==> src/rtl/mec_8255_pkg.sv <==
// Shared types and constants for the mec_8255 bus controller: FSM states, 8255 port addresses,
// BSR control-word layout and the phase counter width.
package mec_8255_pkg;

  localparam int PHASE_W = 4;

  typedef enum logic [2:0] {
    S_IDLE,
    S_SETUP,
    S_STROBE,
    S_HOLD,
    S_RESP
  } state_e;

  typedef enum logic [1:0] {
    K_INIT,
    K_HOST,
    K_BSR
  } kind_e;

  localparam logic [1:0] ADDR_PA   = 2'd0;
  localparam logic [1:0] ADDR_PB   = 2'd1;
  localparam logic [1:0] ADDR_PC   = 2'd2;
  localparam logic [1:0] ADDR_CTRL = 2'd3;

  localparam int BSR_SET_POS = 0;
  localparam int BSR_BIT_LSB = 1;
  localparam int BSR_BIT_W   = 3;

  // Bit set/reset control word: D7=0 selects BSR mode, D3:D1 pick the PC bit, D0 is the value.
  function automatic logic [7:0] bsr_word(input logic [BSR_BIT_W-1:0] bit_sel, input logic set_val);
    logic [7:0] w;
    w = '0;
    w[BSR_SET_POS] = set_val;
    w[BSR_BIT_LSB +: BSR_BIT_W] = bit_sel;
    return w;
  endfunction

endpackage

==> src/rtl/mec_8255_phase_timer.sv <==
// Loadable down-counter shared by the setup, strobe and hold phases.
// Load N-1 on phase entry; o_done is high during the last cycle of an N-cycle phase.
module mec_8255_phase_timer
  import mec_8255_pkg::*;
(
  input  logic               Clk,
  input  logic               Reset,
  input  logic               i_load,
  input  logic [PHASE_W-1:0] i_val,
  output logic               o_done
);

  logic [PHASE_W-1:0] r_cnt;

  always_ff @(posedge Clk or posedge Reset) begin
    if (Reset) begin
      r_cnt <= '0;
    end else if (i_load) begin
      r_cnt <= i_val;
    end else if (r_cnt != '0) begin
      r_cnt <= r_cnt - 1'b1;
    end
  end

  assign o_done = (r_cnt == '0);

endmodule

==> src/rtl/mec_8255_bus_ctrl.sv <==
// Sole 8255 bus master: writes CFG_WORD after reset, then runs setup/strobe/hold cycles per request.
// Response 1+SETUP+STROBE+HOLD edges after acceptance; MEC_8255_CTRL_BSR_EN adds a BSR request port.
module mec_8255_bus_ctrl
  import mec_8255_pkg::*;
#(
  parameter logic [7:0] CFG_WORD   = 8'h82,
  parameter int         SETUP_CYC  = 1,
  parameter int         STROBE_CYC = 2,
  parameter int         HOLD_CYC   = 1
) (
  input  logic       Clk,
  input  logic       Reset,
  input  logic       req_valid,
  output logic       req_ready,
  input  logic       req_wr,
  input  logic [1:0] req_addr,
  input  logic [7:0] req_wdata,
  output logic       rsp_valid,
  output logic [7:0] rsp_rdata,
  output logic       rsp_err,
  output logic       init_done,
  output logic       Cs_n,
  output logic       Rd_n,
  output logic       Wr_n,
  output logic [1:0] A,
  output logic [7:0] d_out,
  output logic       d_oe,
  input  logic [7:0] d_in
`ifdef MEC_8255_CTRL_BSR_EN
  ,
  input  logic       bsr_valid,
  input  logic [2:0] bsr_bit,
  input  logic       bsr_set,
  output logic       bsr_ready,
  output logic       bsr_done
`endif
);

  localparam logic [PHASE_W-1:0] LD_SETUP  = PHASE_W'(SETUP_CYC - 1);
  localparam logic [PHASE_W-1:0] LD_STROBE = PHASE_W'(STROBE_CYC - 1);
  localparam logic [PHASE_W-1:0] LD_HOLD   = PHASE_W'(HOLD_CYC - 1);

  state_e             r_state;
  kind_e              r_kind;
  logic               r_wr;
  logic               w_done;
  logic               w_load;
  logic [PHASE_W-1:0] w_load_val;
  logic               w_illegal;

  assign req_ready = (r_state == S_IDLE) & init_done;
  assign w_illegal = ~req_wr & (req_addr == ADDR_CTRL);
`ifdef MEC_8255_CTRL_BSR_EN
  assign bsr_ready = (r_state == S_IDLE) & init_done & ~req_valid;
`endif

  // IDLE keeps the timer primed so SETUP starts with its count already loaded.
  always_comb begin
    w_load     = 1'b0;
    w_load_val = LD_SETUP;
    case (r_state)
      S_IDLE:   w_load = 1'b1;
      S_SETUP:  begin w_load = w_done; w_load_val = LD_STROBE; end
      S_STROBE: begin w_load = w_done; w_load_val = LD_HOLD;   end
      default:  w_load = 1'b0;
    endcase
  end

  mec_8255_phase_timer u_timer (
    .Clk    (Clk),
    .Reset  (Reset),
    .i_load (w_load),
    .i_val  (w_load_val),
    .o_done (w_done)
  );

  always_ff @(posedge Clk or posedge Reset) begin
    if (Reset) begin
      r_state   <= S_IDLE;
      r_kind    <= K_INIT;
      r_wr      <= 1'b0;
      init_done <= 1'b0;
      Cs_n      <= 1'b1;
      Rd_n      <= 1'b1;
      Wr_n      <= 1'b1;
      A         <= '0;
      d_out     <= '0;
      d_oe      <= 1'b0;
      rsp_valid <= 1'b0;
      rsp_rdata <= '0;
      rsp_err   <= 1'b0;
`ifdef MEC_8255_CTRL_BSR_EN
      bsr_done  <= 1'b0;
`endif
    end else begin
      case (r_state)
        S_IDLE: begin
          if (!init_done) begin
            r_state <= S_SETUP;
            r_kind  <= K_INIT;
            r_wr    <= 1'b1;
            Cs_n    <= 1'b0;
            A       <= ADDR_CTRL;
            d_out   <= CFG_WORD;
            d_oe    <= 1'b1;
          end else if (req_valid) begin
            r_kind <= K_HOST;
            // The control register cannot be read back: answer with an error, no bus cycle.
            if (w_illegal) begin
              r_state   <= S_RESP;
              rsp_valid <= 1'b1;
              rsp_err   <= 1'b1;
            end else begin
              r_state <= S_SETUP;
              r_wr    <= req_wr;
              Cs_n    <= 1'b0;
              A       <= req_addr;
              d_out   <= req_wdata;
              d_oe    <= req_wr;
            end
          end
`ifdef MEC_8255_CTRL_BSR_EN
          else if (bsr_valid) begin
            r_state <= S_SETUP;
            r_kind  <= K_BSR;
            r_wr    <= 1'b1;
            Cs_n    <= 1'b0;
            A       <= ADDR_CTRL;
            d_out   <= bsr_word(bsr_bit, bsr_set);
            d_oe    <= 1'b1;
          end
`endif
        end
        S_SETUP: begin
          if (w_done) begin
            r_state <= S_STROBE;
            Wr_n    <= ~r_wr;
            Rd_n    <= r_wr;
          end
        end
        S_STROBE: begin
          if (w_done) begin
            r_state <= S_HOLD;
            Wr_n    <= 1'b1;
            Rd_n    <= 1'b1;
            if (!r_wr) rsp_rdata <= d_in;
          end
        end
        S_HOLD: begin
          if (w_done) begin
            Cs_n <= 1'b1;
            d_oe <= 1'b0;
            if (r_kind == K_INIT) begin
              r_state   <= S_IDLE;
              init_done <= 1'b1;
            end else begin
              r_state   <= S_RESP;
`ifdef MEC_8255_CTRL_BSR_EN
              rsp_valid <= (r_kind == K_HOST);
              bsr_done  <= (r_kind == K_BSR);
`else
              rsp_valid <= 1'b1;
`endif
            end
          end
        end
        S_RESP: begin
          r_state   <= S_IDLE;
          rsp_valid <= 1'b0;
          rsp_err   <= 1'b0;
`ifdef MEC_8255_CTRL_BSR_EN
          bsr_done  <= 1'b0;
`endif
        end
        default: r_state <= S_IDLE;
      endcase
    end
  end

endmodule

==> config.mk <==
export PLATFORM = sky130hd
export DESIGN_NAME = mec_8255_bus_ctrl
export DESIGN_NICKNAME = d
export VERILOG_FILES = /design/src/rtl/mec_8255_pkg.sv /design/src/rtl/mec_8255_phase_timer.sv /design/src/rtl/mec_8255_bus_ctrl.sv
export SDC_FILE = /design/constraint.sdc
export NUM_CORES = 1
export LEC_CHECK = 0
export CAP_MARGIN = 20
export CORE_ASPECT_RATIO = 0.6
export CORE_UTILIZATION = 25
export CTS_BUF_LIST = sky130_fd_sc_hd__clkbuf_8
export CTS_CLUSTER_SIZE = 10
export DETAILED_ROUTE_END_ITERATION = 16
export SLEW_MARGIN = 30
export SYNTH_ARGS = -nofsm -noshare
export SYNTH_HDL_FRONTEND = slang
export SYNTH_SLANG_ARGS = --single-unit
==> constraint.sdc <==
create_clock -name Clk -period 3.2 [get_ports Clk]
set_input_delay 0.8 -clock Clk [delete_from_list [all_inputs] [get_ports Clk]]
set_output_delay 0.8 -clock Clk [all_outputs]
set_load 0.02 [all_outputs]
==> results.md, run 1 <==
Status:
- The flow ran to the end, and the final reports show no timing, DRC or antenna violations.

Yosys:
- The portion of synthesized area spent on multiplexers is 9.46%.
- Ranked by instance count, the synthesized netlist is headed by 31 x dfrtp_1, 14 x inv_1, 8 x mux2_2, 7 x nand2_1.
- Among all flip-flop cells after synthesis, the most frequent one is dfrtp_1.
- The simple logic cell fraction of the synthesized area is 15.2%.
- The sequential-to-total area share from yosys stat is 53.8%.
- The adder and majority cell fraction of the synthesized area is 0.788%.
- The main combinational cell family by area after synthesis is simple AND/OR/NAND/NOR gates.
- In the post-synthesis netlist, the biggest area contributors are dfrtp_1 49%, mux2_2 5.7%, dfstp_2 5.0%.
- In this run the mean area of a mapped cell was 11.3 um^2.
- For this run, asynchronously set or reset flops after synthesis account for 100%.
- The number of distinct library cells after synthesis is 42.
- The register bit total from synthesis is 34.
- Counting flops with a built-in enable in the synthesized netlist gives 0.
- Summing the areas of all xor and xnor instances in the mapped netlist gives 0.552% of the synthesized area.
- Yosys printed 0 warnings.
- The library cell occupying the most area in the post-synthesis netlist is dfrtp_1.
- Summing every instance area after synthesis gives 0.00159 mm^2.
- Counting every net in the synthesized netlist gives 163.
- dfrtp_1 is the most common cell in the netlist.
- The gate count after technology mapping is 140.
- The share of Yosys cell area claimed by the top area cell type is 48.9%.
- The synthesized netlist devotes 14.8% of its cell area to compound gates.

Worst setup path:
- The end of the worst register-to-register path is rsp_rdata[7].
- The type of element capturing the critical path is a primary output.
- The largest incremental delay on the critical path is 0.60 ns.
- STA classifies the critical path startpoint as a register.
- The type of the worst setup path is reg -> out.
- Walking the worst path, the cells encountered are nor3_2, and2_1, clkdlybuf4s50_1.
- Among all stages on the critical path, the largest delay is contributed by clkdlybuf4s50_1.
- The data arrival time of the critical path is 1.83 ns.
- At the worst endpoint, the required time is 2.40 ns.
- The path depth of the worst reg2reg path is 5.
- The beginning of the worst register-to-register path is u_timer.r_cnt[0].
- The critical-path maximum fanout is 14.
- The worst setup slack for register-to-register paths is 1.38 ns.

Finish:
- The number of diodes is 0.
- The post-layout utilization of the core is 36.6%.
- Relative to the synthesized area, the layout overhead comes to 40.9%.
- Summing all multi-input logic gate instances after layout gives 648 um^2.
- The count of cells in the finished layout, fillers not included, comes to 275.
- In the final design database the tool counted 213 nets.
- The layout has 640 filler cells.
- The sequential cell area is 855 um^2.
- The fraction of layout instances using a drive strength above 1 is 13.6%.

Power and ir drop:
- The share of power burned in registers is 35.2%.
- The part of the total power dissipated in the clock network is 14.1%.
- Dividing total power by cell area gives a power density of 1020 mW/mm^2.
- The internal portion of the total power is 0.00139 W.
- The largest voltage drop on the vdd net is 0.000313 V.
- Per report_power, the combinational group accounts for 50.7% of the total.
- The switching share of power is 39.0%.
- The switching power is 0.000890 W.
- Summed over all cells, the static leakage comes to 0.951 nW.

Floorplanning:
- After floorplanning, the core was divided into 22 placement rows.
- The die covers 0.00668 mm^2.
- The floorplan die height is 63.7 um.
- The boundary pin count is 48.
- In this run the standard cell core region covers 0.00611 mm^2.
- The initial cell density of the core is 26.0%.
- The horizontal die dimension is 105 um.

STA:
- The time the worst path needs with I/O delays and setup is 2.63 ns.
- The normalized max-slew margin is 66.4%.
- In the final timing run, aggregate negative setup slack is 0 ns.
- At the pin with the least slew margin, the transition time is 0.503 ns.
- The number of max-slew violations in the final report is 0.
- Setup repair after global routing left no endpoint under its margin.
- The smallest setup slack after layout is 0.567 ns.
- The final setup skew is 0.00221 ns.
- Setup violations remaining at the end of the flow were counted as 0.
- The number of hold violations in the final report was 0.
- Timing would allow up to 380 MHz.
- After layout, the worst path uses 82.3% of the clock period.

GRT:
- The first global-routing pass estimated 6010 um of wire.
- The number of global-route vias before repair came to 1,160.
- Global routing used 11.8% of the available tracks across all layers.
- The global route total overflow is 0.
- Entering global routing, the biggest net connects 35 pins.
- The initial antenna violation count came to 0.

Place:
- The total of buffers placed on input and output ports is 47.
- The number of placed instances, taps included is 267.
- At the placement stage, the worst setup path has a slack of 0.851 ns.
- The placed wire-length estimate after detailed placement is 2620 um.
- The placer's final routability congestion estimate is 0.789.

Clock tree:
- The quantity of hold-fixing buffers added after cts is 0.
- The maximum number of buffers from clock root to sink is 2.
- Clock tree synthesis inserted a total of 5 buffers.
- CTS built an H-tree with a depth of 2.
- CTS saw 34 sinks.
- The post-cts resize count is 0.
- The TritonCTS clock tree is yes.
- The clock-pin slew on the worst setup and hold paths is 0.07 ns.
- The number of setup buffers added after CTS is 0.
- The clock latency on the worst-skew pair is 0.28 ns.
- Clock tree synthesis selected as its root buffer the cell clkbuf_8.

Routing:
- The routed wire length is 3580 um.
- The total iterations of the first detailed-routing run is 5.
- After detailed routing, the number of vias per cell comes to 4.43.
- The detail route stage leaves a number of antenna-violating nets equal to 0.
- The total DRC errors in the routed layout is 0.
- The total via count in the routed design is 1,218.
- The count of routing violations after the opening detailed-route iteration is 62.
- The detail-routed net length per standard cell is 13.0 um.

Hold path:
- The worst hold endpoint is Cs_n.
- Counting instances, the worst hold path has a depth of 1.
- The class of the tightest hold or removal check is reg -> reg.
- The worst hold path begins at Cs_n.

Flow run:
- The number of maximum-capacitance violations is 0.
-- flip-flops by register name, indices dropped and copies added (netlist names), 2 cells and up --
register       flops
A                  2
d_out              8
u_timer.r_cnt      4
rsp_rdata          8
r_state            3
-- worst max-delay path: cells and delay by family, from the launching register on --
| kind | cells | cell delay, ns |
|---|---|---|
| flip-flops | 1 | 0.54 |
| AND/OR/NAND/NOR | 2 | 0.41 |
| buffers and inverters | 1 | 0.60 |
-- metrics by stage --
stage	total power [W]	hold slack (ns)	area, um^2
floorplan	0.00150	0.456	1590
global route	0.00244	0.524	2240
global placement	0.00196	0.486	2150
CTS	0.00230	0.509	2240
finish	0.00228	0.506	2240
detailed placement	0.00197	0.497	2150
-- how the worst max path moves through the flow --
stage               start  slack (ns)   endpoint
2_1_floorplan  r_state[2]        1.38  req_ready
5_1_grt        r_state[2]        0.45  req_ready
6_report       r_state[2]        0.57  req_ready
3_5_place_dp    req_valid        0.85   d_out[4]
3_3_place_gp   r_state[2]        0.86  req_ready
4_1_cts        r_state[2]        0.55  req_ready
-- power by group through the flow --
stage               Combinational, W  Sequential, W  Clock, W
floorplan                   0.000561       0.000942         0
global placement             0.00116       0.000806         0
detailed placement           0.00116       0.000808         0
CTS                          0.00116       0.000803  0.000333
global route                 0.00126       0.000832  0.000351
finish                       0.00116       0.000802  0.000321
-- cell usage in the layout, fill, tap and decap left out, types with 2 or more instances in the layout --
| cell | instances |
|---|---|
| a22o_1 | 2 |
| nor3_2 | 2 |
| inv_1 | 15 |
| o22a_1 | 5 |
| nand3_1 | 4 |
| clkbuf_8 | 6 |
| nor2_1 | 6 |
| dfrtp_1 | 31 |
| nor3_1 | 4 |
| or3b_1 | 2 |
| buf_4 | 2 |
| o21ai_0 | 6 |
| a2bb2oi_1 | 2 |
| nor3b_1 | 2 |
| mux2_2 | 8 |
| a21oi_1 | 5 |
| clkdlybuf4s50_1 | 47 |
| a21o_1 | 2 |
| mux2i_1 | 6 |
| dfstp_2 | 3 |
| and3_1 | 2 |
| nand2b_1 | 2 |
| nand2_1 | 7 |
-- cell type report --
class | instances | share of cell area [%]
timing repair buffer | 49 | 21.7
sequential | 34 | 38.2
clock inverter | 2 | 0.391
tap | 84 | 4.70
clock buffer | 6 | 3.69
multi-input combinational | 86 | 29.0
inverter | 14 | 2.35
-- per-layer routing --
metal | share of wire, % | global-route usage (%) | vias up | wire, um
li1 | - | - | 599 | -
met1 | 57 | 18.6 | 564 | 2050
met2 | 35 | 13.9 | 50 | 1260
met3 | 6.5 | 4.49 | 5 | 231
met4 | 0.89 | 3.70 | 0 | 32
met5 | 0 | 0 | - | 0
-- cells by family after synthesis --
| group | after synthesis |
|---|---|
| adders and majority gates | 1 |
| DFF | 34 |
| xor gates and xnor gates | 1 |
| and+or+nand+nor | 38 |
| AOI/OAI and AO/OA | 32 |
| buffers and inverters | 20 |
| muxes | 14 |
Note: power is estimated with default switching activity, not from simulation.
==> run 2: changes to the inputs <==
==> constraint.sdc (replaced) <==
create_clock -name Clk -period 2.3 [get_ports Clk]
set_input_delay 0.575 -clock Clk [delete_from_list [all_inputs] [get_ports Clk]]
set_output_delay 0.575 -clock Clk [all_outputs]
set_load 0.02 [all_outputs]
==> run 2 against run 1 <==
Net effect:
- sequential share of layout area down 1.8 points
- setup slack worse by 0.28 ns
- power up 52%
- combinational power up 50%
- critical endpoint is now Rd_n
- routed wire length up 5.2%
- critical path type unchanged
- via count up 3.4%
- cell area up 4.9%
- clock-buffer cell count down 1
==> results.md, run 2 (synthesis results as in run 1) <==
GRT:
- The initial antenna violation count is 0 (unchanged).
- The global route total overflow is 0 (unchanged).
- The maximum number of pins on one net before global-route repair was 35 (unchanged).
- The number of global-route vias before repair came to 1,279 (was 1,160).
- The total global-route track usage is 12.7% (was 11.8%).
- The wire length of the first global-routing pass is 6560 um (was 6010 um).

Routing:
- The total DRC errors in the routed layout is 0 (unchanged).
- The remaining antenna violation count is 0 (unchanged).
- The count of routing violations after the opening detailed-route iteration is 104 (was 62).
- The total iterations of the first detailed-routing run is 4 (was 5).
- The total via count in the routed design came to 1,260 (was 1,218).
- The detail-routed via count per cell is 4.45 (was 4.43).
- The detail-routed net length per standard cell is 13.3 um (was 13.0 um).
- The routed wire length came to 3760 um (was 3580 um).

Floorplanning:
- The core area came to 0.00611 mm^2 (unchanged).
- The horizontal die dimension is 105 um (unchanged).
- The boundary pin count is 48 (unchanged).
- The row count is 22 (unchanged).
- The initial cell density of the core was 26.0% (unchanged).
- The floorplan die height is 63.7 um (unchanged).
- The die area is 0.00668 mm^2 (unchanged).

Finish:
- Registers with the most flip-flops: d_out x8, rsp_rdata x8, u_timer.r_cnt x4 (unchanged).
- The number of fillers in the final layout came to 627 (was 640).
- The fraction of layout instances using a drive strength above 1 came to 17.6% (was 13.6%).
- The post-synthesis to final-layout area growth is 47.8% (was 40.9%).
- The number of diodes is 0 (unchanged).
- The most frequent standard cell in the layout excluding fill and tap cells is clkdlybuf4s50_1 (unchanged).
- The total number of nets in the final design is 221 (was 213).
- Most frequent cells in the layout: 46 x clkdlybuf4s50_1, 31 x dfrtp_1, 14 x inv_1, 10 x buf_4, 8 x mux2_2 (was 47 x clkdlybuf4s50_1, 31 x dfrtp_1, 15 x inv_1, 8 x mux2_2, 7 x nand2_1).

Clock tree:
- The buffer cell driving the clock tree root was clkbuf_8 (unchanged).
- The clock latency on the worst-skew pair is 0.29 ns (was 0.28 ns).
- The quantity of hold-fixing buffers added after cts came to 0 (unchanged).
- The maximum number of buffers from clock root to sink is 2 (unchanged).
- The number of levels in the clock H-tree is 2 (unchanged).
- The clock-pin slew on the worst setup and hold paths is 0.07 ns (about the same).
- The total clock sinks is 34 (unchanged).
- The number of buffers added by the clock tree synthesis step was 5 (unchanged).
- The TritonCTS clock tree is yes (unchanged).

STA:
- The maximum operating frequency is 497 MHz.
- The transition time at the pin with the least slew margin is 0.436 ns (was 0.503 ns).
- The number of hold violations in the final report is 0 (unchanged).
- The number of max-slew violations in the final report is 0 (unchanged).
- The final critical path takes up 87.5% of the cycle.
- The time the worst path needs with I/O delays and setup is 2.01 ns.
- The final setup TNS is 0 ns (unchanged).
- The final count of negative-setup-slack endpoints is 0 (unchanged).
- The final setup skew came to 0.00560 ns (was 0.00221 ns).
- The smallest setup slack after layout is 0.288 ns (was 0.567 ns).
- RSZ-0062 raised after global routing: false (unchanged).
- The normalized max-slew margin came to 70.9% (was 66.4%).

Worst setup path:
- Cell-by-cell listing of the critical path: clkdlybuf4s50_1 (was nor3_2, and2_1, clkdlybuf4s50_1).
- The largest incremental delay on the critical path is 0.60 ns (about the same).
- The critical-path maximum fanout is 3 (was 14).
- The worst path buffer plus inverter count is 1 (unchanged).
- The kind of cell adding the most delay to the critical path is buffers and inverters (unchanged).
- The slowest cell on the critical path is clkdlybuf4s50_1 (unchanged).
- The data required time of the worst path is 1.73 ns (was 2.40 ns).
- The type of element capturing the critical path is a primary output (unchanged).
- The type of the worst setup path was reg -> out (unchanged).
- The critical path launch point type is a register (unchanged).
- The data arrival time of the critical path is 1.44 ns (was 1.83 ns).

Power and ir drop:
- The largest voltage drop on the vdd net is 0.000470 V (was 0.000313 V).
- The total power consumption of the routed design is 0.00346 W (was 0.00228 W).
- The power density over cell area was 1470 mW/mm^2 (was 1020 mW/mm^2).
- The leakage power is 1.02 nW (was 0.951 nW).

Place:
- The setup slack at placement was 0.344 ns (was 0.851 ns).
- The placer's final routability congestion estimate is 0.732 (was 0.789).
- The placed wire-length estimate after detailed placement is 2820 um (was 2620 um).
- The total of buffers placed on input and output ports is 47 (unchanged).

Flow run:
- The number of maximum-capacitance violations is 0 (unchanged).

Status:
- Run status: finished clean (unchanged).

Hold path:
- The class of the tightest hold or removal check is reg -> reg (unchanged).
-- run 2: cell types whose count changed in the layout (fill, tap and decap cells not counted) --
cell	previous run	this run
bufinv_16	0	2
clkbuf_8	6	5
buf_4	2	10
dlymetal6s2s_1	0	1
clkinv_4	0	1
inv_1	15	14
clkdlybuf4s50_1	47	46
clkinv_2	1	0
-- run 2: area by class of cell --
cell class	instances	area [um^2]	share of cell area, %
tap	84	105	4.48
multi-input combinational	86	648	27.6
clock buffer	5	68.8	2.93
timing repair buffer	57	548	23.4
inverter	14	52.6	2.24
sequential	34	855	36.4
clock inverter	3	68.8	2.93
-- run 2: path summary, 6_finish.rpt --
check	start	cells past startpoint	to	slack (ns)
max	Rd_n	1	Rd_n	0.29
min	r_kind[0]	1	init_done	0.49
min in group asynchronous	Reset	3	d_out[0]	0.68
max reg2reg	u_timer.r_cnt[0]	5	Rd_n	0.57
max in group asynchronous	Reset	3	Rd_n	1.28
min reg2reg	r_kind[0]	1	init_done	0.49
-- run 2: per-layer routing --
layer	track usage, %	share of wire (%)	wire length, um	vias up
met1	19.3	56	2100	591
met5	0	0	0	-
met3	3.98	6.2	232	7
li1	-	-	-	617
met2	16.5	37	1380	45
met4	4.23	1.3	48	0
-- run 2: stage by stage --
step | utilization [%] | instances | cell area [um^2] | hold slack [ns]
detailed placement | 36.1 | 275 | 2210 | 0.487
CTS | 38.3 | 283 | 2340 | 0.490
global route | 38.4 | 283 | 2350 | 0.518
floorplan | - | 140 | 1590 | 0.456
global placement | 36.1 | 275 | 2210 | 0.486
finish | 38.4 | 283 | 2350 | 0.492
-- run 2: repair_timing --
action                                  in CTS  in global routing
setup buffers                                0                  0
gates resized for setup                      0                  1
endpoints found under the setup margin       0                  1
-- run 2: power by group --
group	internal (W)	switching, W	total (W)	leakage (nW)
logic	0.000861	0.000883	0.00174	0.554
clock network	0.000434	0.000235	0.000669	0.0683
registers	0.000886	0.000159	0.00105	0.396
total	0.00218	0.00128	0.00346	1.02
